## src/rtl/cpu4_pkg.sv

```systemverilog
// Shared definitions for the 4-bit CPU: one-hot ALU select codes, opcodes,
// sequencer states and the decoded-instruction record.
package cpu4_pkg;

   localparam logic [7:0] DI_AND  = 8'b1000_0000;
   localparam logic [7:0] DI_OR   = 8'b0100_0000;
   localparam logic [7:0] DI_XOR  = 8'b0010_0000;
   localparam logic [7:0] DI_SUM  = 8'b0001_0000;
   localparam logic [7:0] DI_INV  = 8'b0000_1000;
   localparam logic [7:0] DI_HOLD = 8'b0000_0100;
   localparam logic [7:0] DI_LOAD = 8'b0000_0010;

   localparam logic [3:0] OPC_NOP  = 4'h0;
   localparam logic [3:0] OPC_LDI  = 4'h1;
   localparam logic [3:0] OPC_AND  = 4'h2;
   localparam logic [3:0] OPC_OR   = 4'h3;
   localparam logic [3:0] OPC_XOR  = 4'h4;
   localparam logic [3:0] OPC_ADD  = 4'h5;
   localparam logic [3:0] OPC_INV  = 4'h6;
   localparam logic [3:0] OPC_JMP  = 4'h7;
   localparam logic [3:0] OPC_JZ   = 4'h8;
   localparam logic [3:0] OPC_OUT  = 4'h9;
   localparam logic [3:0] OPC_HALT = 4'hF;

   typedef enum logic [2:0] {
      FETCH,
      DECODE,
      EXEC,
      OUT_WAIT,
      HALT
   } state_e;

   typedef struct packed {
      logic [7:0] di;
      logic       is_jump;
      logic       is_jz;
      logic       is_out;
      logic       is_halt;
      logic       writes_acc;
   } dec_t;

endpackage

```

## src/rtl/cpu4_decoder.sv

```systemverilog
// Combinational opcode decoder: maps an opcode onto the ALU select code and
// the control flags the sequencer needs.
module cpu4_decoder
   import cpu4_pkg::*;
#(
   parameter logic [3:0] HALT_OPC = OPC_HALT
) (
   input  logic [3:0] opcode_i,
   output dec_t       dec_o
);

   always_comb begin
      // NOTE: every output gets a default first so no path through the case infers a latch.
      dec_o    = '0;
      dec_o.di = DI_HOLD;
      if (opcode_i == HALT_OPC) begin
         dec_o.is_halt = 1'b1;
      end else begin
         case (opcode_i)
            OPC_LDI: begin dec_o.di = DI_LOAD; dec_o.writes_acc = 1'b1; end
            OPC_AND: begin dec_o.di = DI_AND;  dec_o.writes_acc = 1'b1; end
            OPC_OR:  begin dec_o.di = DI_OR;   dec_o.writes_acc = 1'b1; end
            OPC_XOR: begin dec_o.di = DI_XOR;  dec_o.writes_acc = 1'b1; end
            OPC_ADD: begin dec_o.di = DI_SUM;  dec_o.writes_acc = 1'b1; end
            OPC_INV: begin dec_o.di = DI_INV;  dec_o.writes_acc = 1'b1; end
            OPC_JMP: dec_o.is_jump = 1'b1;
            OPC_JZ:  dec_o.is_jz   = 1'b1;
            OPC_OUT: dec_o.is_out  = 1'b1;
            default: ;
         endcase
      end
   end

endmodule

```

## src/rtl/cpu4_control_unit.sv

```systemverilog
// Sequencer for the 4-bit CPU: fetches instruction bytes over req/ack, drives
// the external ALU, writes results back to the accumulator, handles jumps/output/halt.
module cpu4_control_unit
   import cpu4_pkg::*;
#(
   parameter int         PC_W     = 4,
   parameter logic [3:0] HALT_OPC = OPC_HALT
) (
   input  logic            clk_i,
   input  logic            rst_ni,
   output logic            mem_req_o,
   output logic [PC_W-1:0] mem_addr_o,
   input  logic            mem_ack_i,
   input  logic [7:0]      mem_data_i,
   output logic [7:0]      di_o,
   output logic [3:0]      rd_o,
   output logic [3:0]      acc_o,
   input  logic [3:0]      op_i,
   output logic [3:0]      out_data_o,
   output logic            out_valid_o,
   input  logic            out_ready_i,
   output logic            zero_o,
   output logic            halted_o
);

   state_e          state_q, state_d;
   logic [PC_W-1:0] pc_q, pc_d;
   logic [3:0]      acc_q, acc_d;
   logic [7:0]      ir_q, ir_d;
   logic [7:0]      di_q, di_d;
   logic [3:0]      rd_q, rd_d;
   logic [3:0]      out_data_q, out_data_d;
   logic            mem_req_q, mem_req_d;
   logic            out_valid_q, out_valid_d;
   dec_t            dec;

   // Decodes the latched instruction; consulted in both DECODE and EXEC.
   cpu4_decoder #(.HALT_OPC(HALT_OPC)) u_decoder (
      .opcode_i (ir_q[7:4]),
      .dec_o    (dec)
   );

   always_comb begin
      state_d     = state_q;
      pc_d        = pc_q;
      acc_d       = acc_q;
      ir_d        = ir_q;
      di_d        = di_q;
      rd_d        = rd_q;
      out_data_d  = out_data_q;
      mem_req_d   = mem_req_q;
      out_valid_d = out_valid_q;

      case (state_q)
         FETCH: begin
            mem_req_d = 1'b1;
            // An ack only counts once the request is actually visible outside.
            if (mem_req_q && mem_ack_i) begin
               ir_d      = mem_data_i;
               pc_d      = pc_q + PC_W'(1);
               mem_req_d = 1'b0;
               state_d   = DECODE;
            end
         end
         DECODE: begin
            di_d = dec.di;
            rd_d = ir_q[3:0];
            if (dec.is_halt) begin
               state_d = HALT;
            end else if (dec.is_out) begin
               out_valid_d = 1'b1;
               out_data_d  = acc_q;
               state_d     = OUT_WAIT;
            end else begin
               state_d = EXEC;
            end
         end
         EXEC: begin
            if (dec.writes_acc) acc_d = op_i;
            if (dec.is_jump || (dec.is_jz && acc_q == 4'd0)) pc_d = PC_W'(ir_q[3:0]);
            di_d      = DI_HOLD;
            mem_req_d = 1'b1;
            state_d   = FETCH;
         end
         OUT_WAIT: begin
            if (out_ready_i) begin
               out_valid_d = 1'b0;
               mem_req_d   = 1'b1;
               state_d     = FETCH;
            end
         end
         HALT: ;
         default: state_d = FETCH;
      endcase
   end

   always_ff @(posedge clk_i or negedge rst_ni) begin
      if (!rst_ni) begin
         state_q     <= FETCH;
         pc_q        <= '0;
         acc_q       <= '0;
         ir_q        <= '0;
         di_q        <= DI_HOLD;
         rd_q        <= '0;
         out_data_q  <= '0;
         mem_req_q   <= 1'b0;
         out_valid_q <= 1'b0;
      end else begin
         // NOTE: non-blocking so every flop updates from pre-edge values, independent of statement order.
         state_q     <= state_d;
         pc_q        <= pc_d;
         acc_q       <= acc_d;
         ir_q        <= ir_d;
         di_q        <= di_d;
         rd_q        <= rd_d;
         out_data_q  <= out_data_d;
         mem_req_q   <= mem_req_d;
         out_valid_q <= out_valid_d;
      end
   end

   assign mem_req_o   = mem_req_q;
   assign mem_addr_o  = pc_q;
   assign di_o        = di_q;
   assign rd_o        = rd_q;
   assign acc_o       = acc_q;
   assign out_data_o  = out_data_q;
   assign out_valid_o = out_valid_q;
   assign zero_o      = (acc_q == 4'd0);
   assign halted_o    = (state_q == HALT);

endmodule

```

## config.mk

```make
export PLATFORM = sky130hd
export DESIGN_NAME = cpu4_control_unit
export DESIGN_NICKNAME = d
export VERILOG_FILES = /design/src/rtl/cpu4_pkg.sv /design/src/rtl/cpu4_decoder.sv /design/src/rtl/cpu4_control_unit.sv
export SDC_FILE = /design/constraint.sdc
export NUM_CORES = 1
export LEC_CHECK = 0
export CAP_MARGIN = 20
export CORE_UTILIZATION = 43
export CTS_CLUSTER_DIAMETER = 50
export DETAILED_ROUTE_END_ITERATION = 7
export HOLD_SLACK_MARGIN = 0.08
export PLACE_DENSITY = 0.75
export SYNTH_ARGS = -nofsm -noshare
export SYNTH_HDL_FRONTEND = slang
export SYNTH_HIERARCHICAL = 1
export SYNTH_SLANG_ARGS = --single-unit
export TNS_END_PERCENT = 5
```

## constraint.sdc

```tcl
create_clock -name clk_i -period 1.45 [get_ports clk_i]
set_input_delay 0.3625 -clock clk_i [delete_from_list [all_inputs] [get_ports clk_i]]
set_output_delay 0.3625 -clock clk_i [all_outputs]
set_load 0.01 [all_outputs]
```

==> impl_results.md <==
* Status: complete, but fails checks
* Failing checks: negative setup slack
* Worst-path fanout max at 2
* Post-layout total power at 5860 µW
* Leak Pwr at 0.00129 µW
* Multi-input logic area at 870 µm²
* Fillcell total at 264
* Core Rows at 22
* Post-DR vias/cell at 5.33
* Routed len/inst at 16.0 µm
* Largest net degree at the start of global routing at 38
* Die area at 0.00419 mm²
* Post-Synth Adder-Cell Area at 0.739%
* DR iter-0 viols at 79
* Setup CP Type: flip-flop to output port
* Largest family of logic cells by synthesized area: simple AND/OR/NAND/NOR gates
* Initial Util at 45.6%
* Share of layout cells above drive strength 1 at 46.4%
* VDD IR-drop max at 1.03 mV
* Number of flops mapped to enable cells by yosys at 0
* Netlist Area Pre-Place at 0.00169 mm²
* Final HPWL DP at 3010 µm
* Routability cong. at 0.816
* Clock transition at path regs at 70 ps
* WL met1 at 1700 µm
* Clock Tree Buf Depth at 2
* Min-delay worst type: input pin to async pin
* Reg power frac at 32.5%
* Met3 WL at 186 µm
* Synth area leaders: dfrtp_1 (53%), mux2_2 (14%), a22o_1 (4.1%)
* Metal2 WL at 2340 µm
* Crit path capture type: output port
* Seq/Total Area, Yosys at 54.8%
* Fin crit period at 1560 ps
* Switching share of total power at 37.1%
* Global Route Usage Sum at 22.5%
* Startpoint types: flip-flop
* Setup violators final at 13
* Synthesized Nets at 155
* Buf/Inv on CP at 1
* Total CTS buffers at 5
* ANT cells at 0
* Area leader, netlist: dfrtp_1
* Mean post-synth cell area at 12.3 µm²
* Drt pass-1 iters at 4
* Mux cell area share after synthesis at 14.0%
* Initial antenna violation count at 0
* Delay-heaviest family, CP: flip-flops
* FF+latch count, synth at 37
* GRT overflow at 0
* Nets at 238
* Mapped Cells at 138
* Total number of vias at 1438
* Critical Path RT at 1090 ps
* Die X at 64.7 µm
* Worst EP arrival at 1200 ps
* Ys flop type: dfrtp_1
* Final period util at 108%
* DRT Wirelength at 4320 µm
* Vias in the first global route at 1482
* Crit-path cells: nor4_4 > buf_2
* PD cells at 2210 mW/mm²
* Final Hold Fails at 0
* DRC at 0
* RSZ-0062 raised after global routing: yes
* Share of synthesized flip-flops with an asynchronous set or reset at 100%
* P&R area growth vs syn at 56.3%
* First-pass GRT wire length at 7040 µm
* Ports at 44
* # clock sinks at 37
* Die height at 64.7 µm
* Slew Limit Fails at 0
* Internal cell power at 3690 µW
* Sequential Area at 931 µm²
* I/O Buffers at 43
* Max layer used: met4
* Most common cell after layout, fill and taps aside: dfrtp_1
* Detail Route Antenna Nets at 0
* Max incr delay on CP at 410 ps
* Clock Skews at 7.98 ps
* Post-Synth XOR/XNOR Area at 0%
* Yosys cell types at 36
* Worst-Skew Late Latency at 300 ps
* Worst Setup Slack, final at -115 ps
* Final Core Density at 71.2%
* CTS H-tree depth at 2
* Crit-path slowest cell: dfrtp_1
* CTS tree: built
* Most frequent cells in the layout: dfrtp_1 (33), buf_4 (30), dlygate4sd2_1 (21)
* Clk pwr share at 12.7%
* Yosys warnings at 6
* Root buf cell: clkbuf_8
* Post-synth top area share at 53.2%
* Switch Pwr at 2170 µW
* Max cap viols at 0
* F_max at 639 MHz
* Combinational share of power at 54.8%
* Compound-cell area share of the yosys netlist at 10.8%
* Synth Area in Simple Gates at 17.7%
* Core area at 0.00372 mm²
-- power groups by stage --
stage	sequential [µW]	clock, µW	combinational (µW)
after floorplan	2020	0	1230
after global placement	1850	0	2860
after detailed placement	1880	0	2950
after CTS	1860	746	2920
after global routing	1970	808	3470
final	1900	746	3210
-- synth_stat cells (2+ instances only) --
master / number
buf_2: 3
dfrtp_1: 36
o21ai_0: 2
a22o_1: 8
and3_2: 2
mux2_2: 21
nand3_1: 4
nor2_1: 10
nand2_1: 4
inv_1: 2
nand2b_1: 6
a211oi_1: 3
a21o_1: 2
a21oi_1: 3
nor3_1: 9
o211ai_1: 2
nand4_1: 2
-- worst paths after layout --
kind	start	end	slack [ps]	depth (start not counted)
max	acc_o[1]$_DFFE_PN0P_	zero_o	-110	2
min	rst_ni	ir_q[5]$_DFFE_PN0P_	450	2
max reg2reg	state_q[2]$_DFFE_PN0P_	rd_o[2]$_DFFE_PN0N_	-50	4
min reg2reg	di_o[1]$_DFFE_PN0P_	di_o[1]$_DFFE_PN0P_	500	1
max in group asynchronous	rst_ni	di_o[2]$_DFFE_PN1P_	750	2
min in group clk_i	di_o[1]$_DFFE_PN0P_	di_o[1]$_DFFE_PN0P_	500	1
-- sequential cells by signal (all words and copies together) (netlist names) --
register / count
state_q: 3
rd_o: 4
out_valid_o: 1
ir_q: 8
mem_req_o: 1
mem_addr_o: 4
di_o: 8
out_data_o: 4
acc_o: 4
-- through the flow --
| step | hold WS [ps] | setup slack [ps] | area (µm²) | setup TNS (ps) | instances |
|---|---|---|---|---|---|
| 6_report | 449 | -115 | 2650 | -413 | 270 |
| 5_1_grt | 490 | -169 | 2650 | -2030 | 270 |
| 4_1_cts | 467 | -207 | 2550 | -798 | 268 |
| 3_5_place_dp | 482 | -351 | 2420 | -4690 | 258 |
| 3_3_place_gp | 481 | -289 | 2420 | -4240 | 258 |
| 2_1_floorplan | 66.9 | -59.7 | 1700 | -88.7 | 138 |
-- logic make-up after synthesis --
| kind of cell | Yosys count |
|---|---|
| and+or+nand+nor | 48 |
| AOI/OAI and AO/OA | 24 |
| muxes | 21 |
| DFF | 37 |
| adders and majority gates | 1 |
| buffers and inverters | 6 |
| other | 1 |
-- metal layers --
| metal | GRT usage (%) | up-vias |
|---|---|---|
| li1 | - | 668 |
| met1 | 26.4 | 719 |
| met2 | 39.7 | 43 |
| met3 | 4.40 | 8 |
| met4 | 9.17 | 0 |
| met5 | 0 | - |
-- area by class of cell --
type / count / area share, %
timing repair buffer: 80 / 26.0
inverter: 2 / 0.284
clock buffer: 8 / 3.40
multi-input combinational: 95 / 32.9
tap: 48 / 2.27
sequential: 37 / 35.2
-- timing repair --
| action | in CTS | in global routing |
|---|---|---|
| gates resized for setup | 52 | 31 |
| pin swaps | 8 | 8 |
| endpoints found under the setup margin | 48 | 40 |
| setup buffers | 2 | 2 |
| hold buffers | 0 | 0 |
| endpoints found under the hold margin | 0 | 0 |
Power figures use the tool's default switching activity.
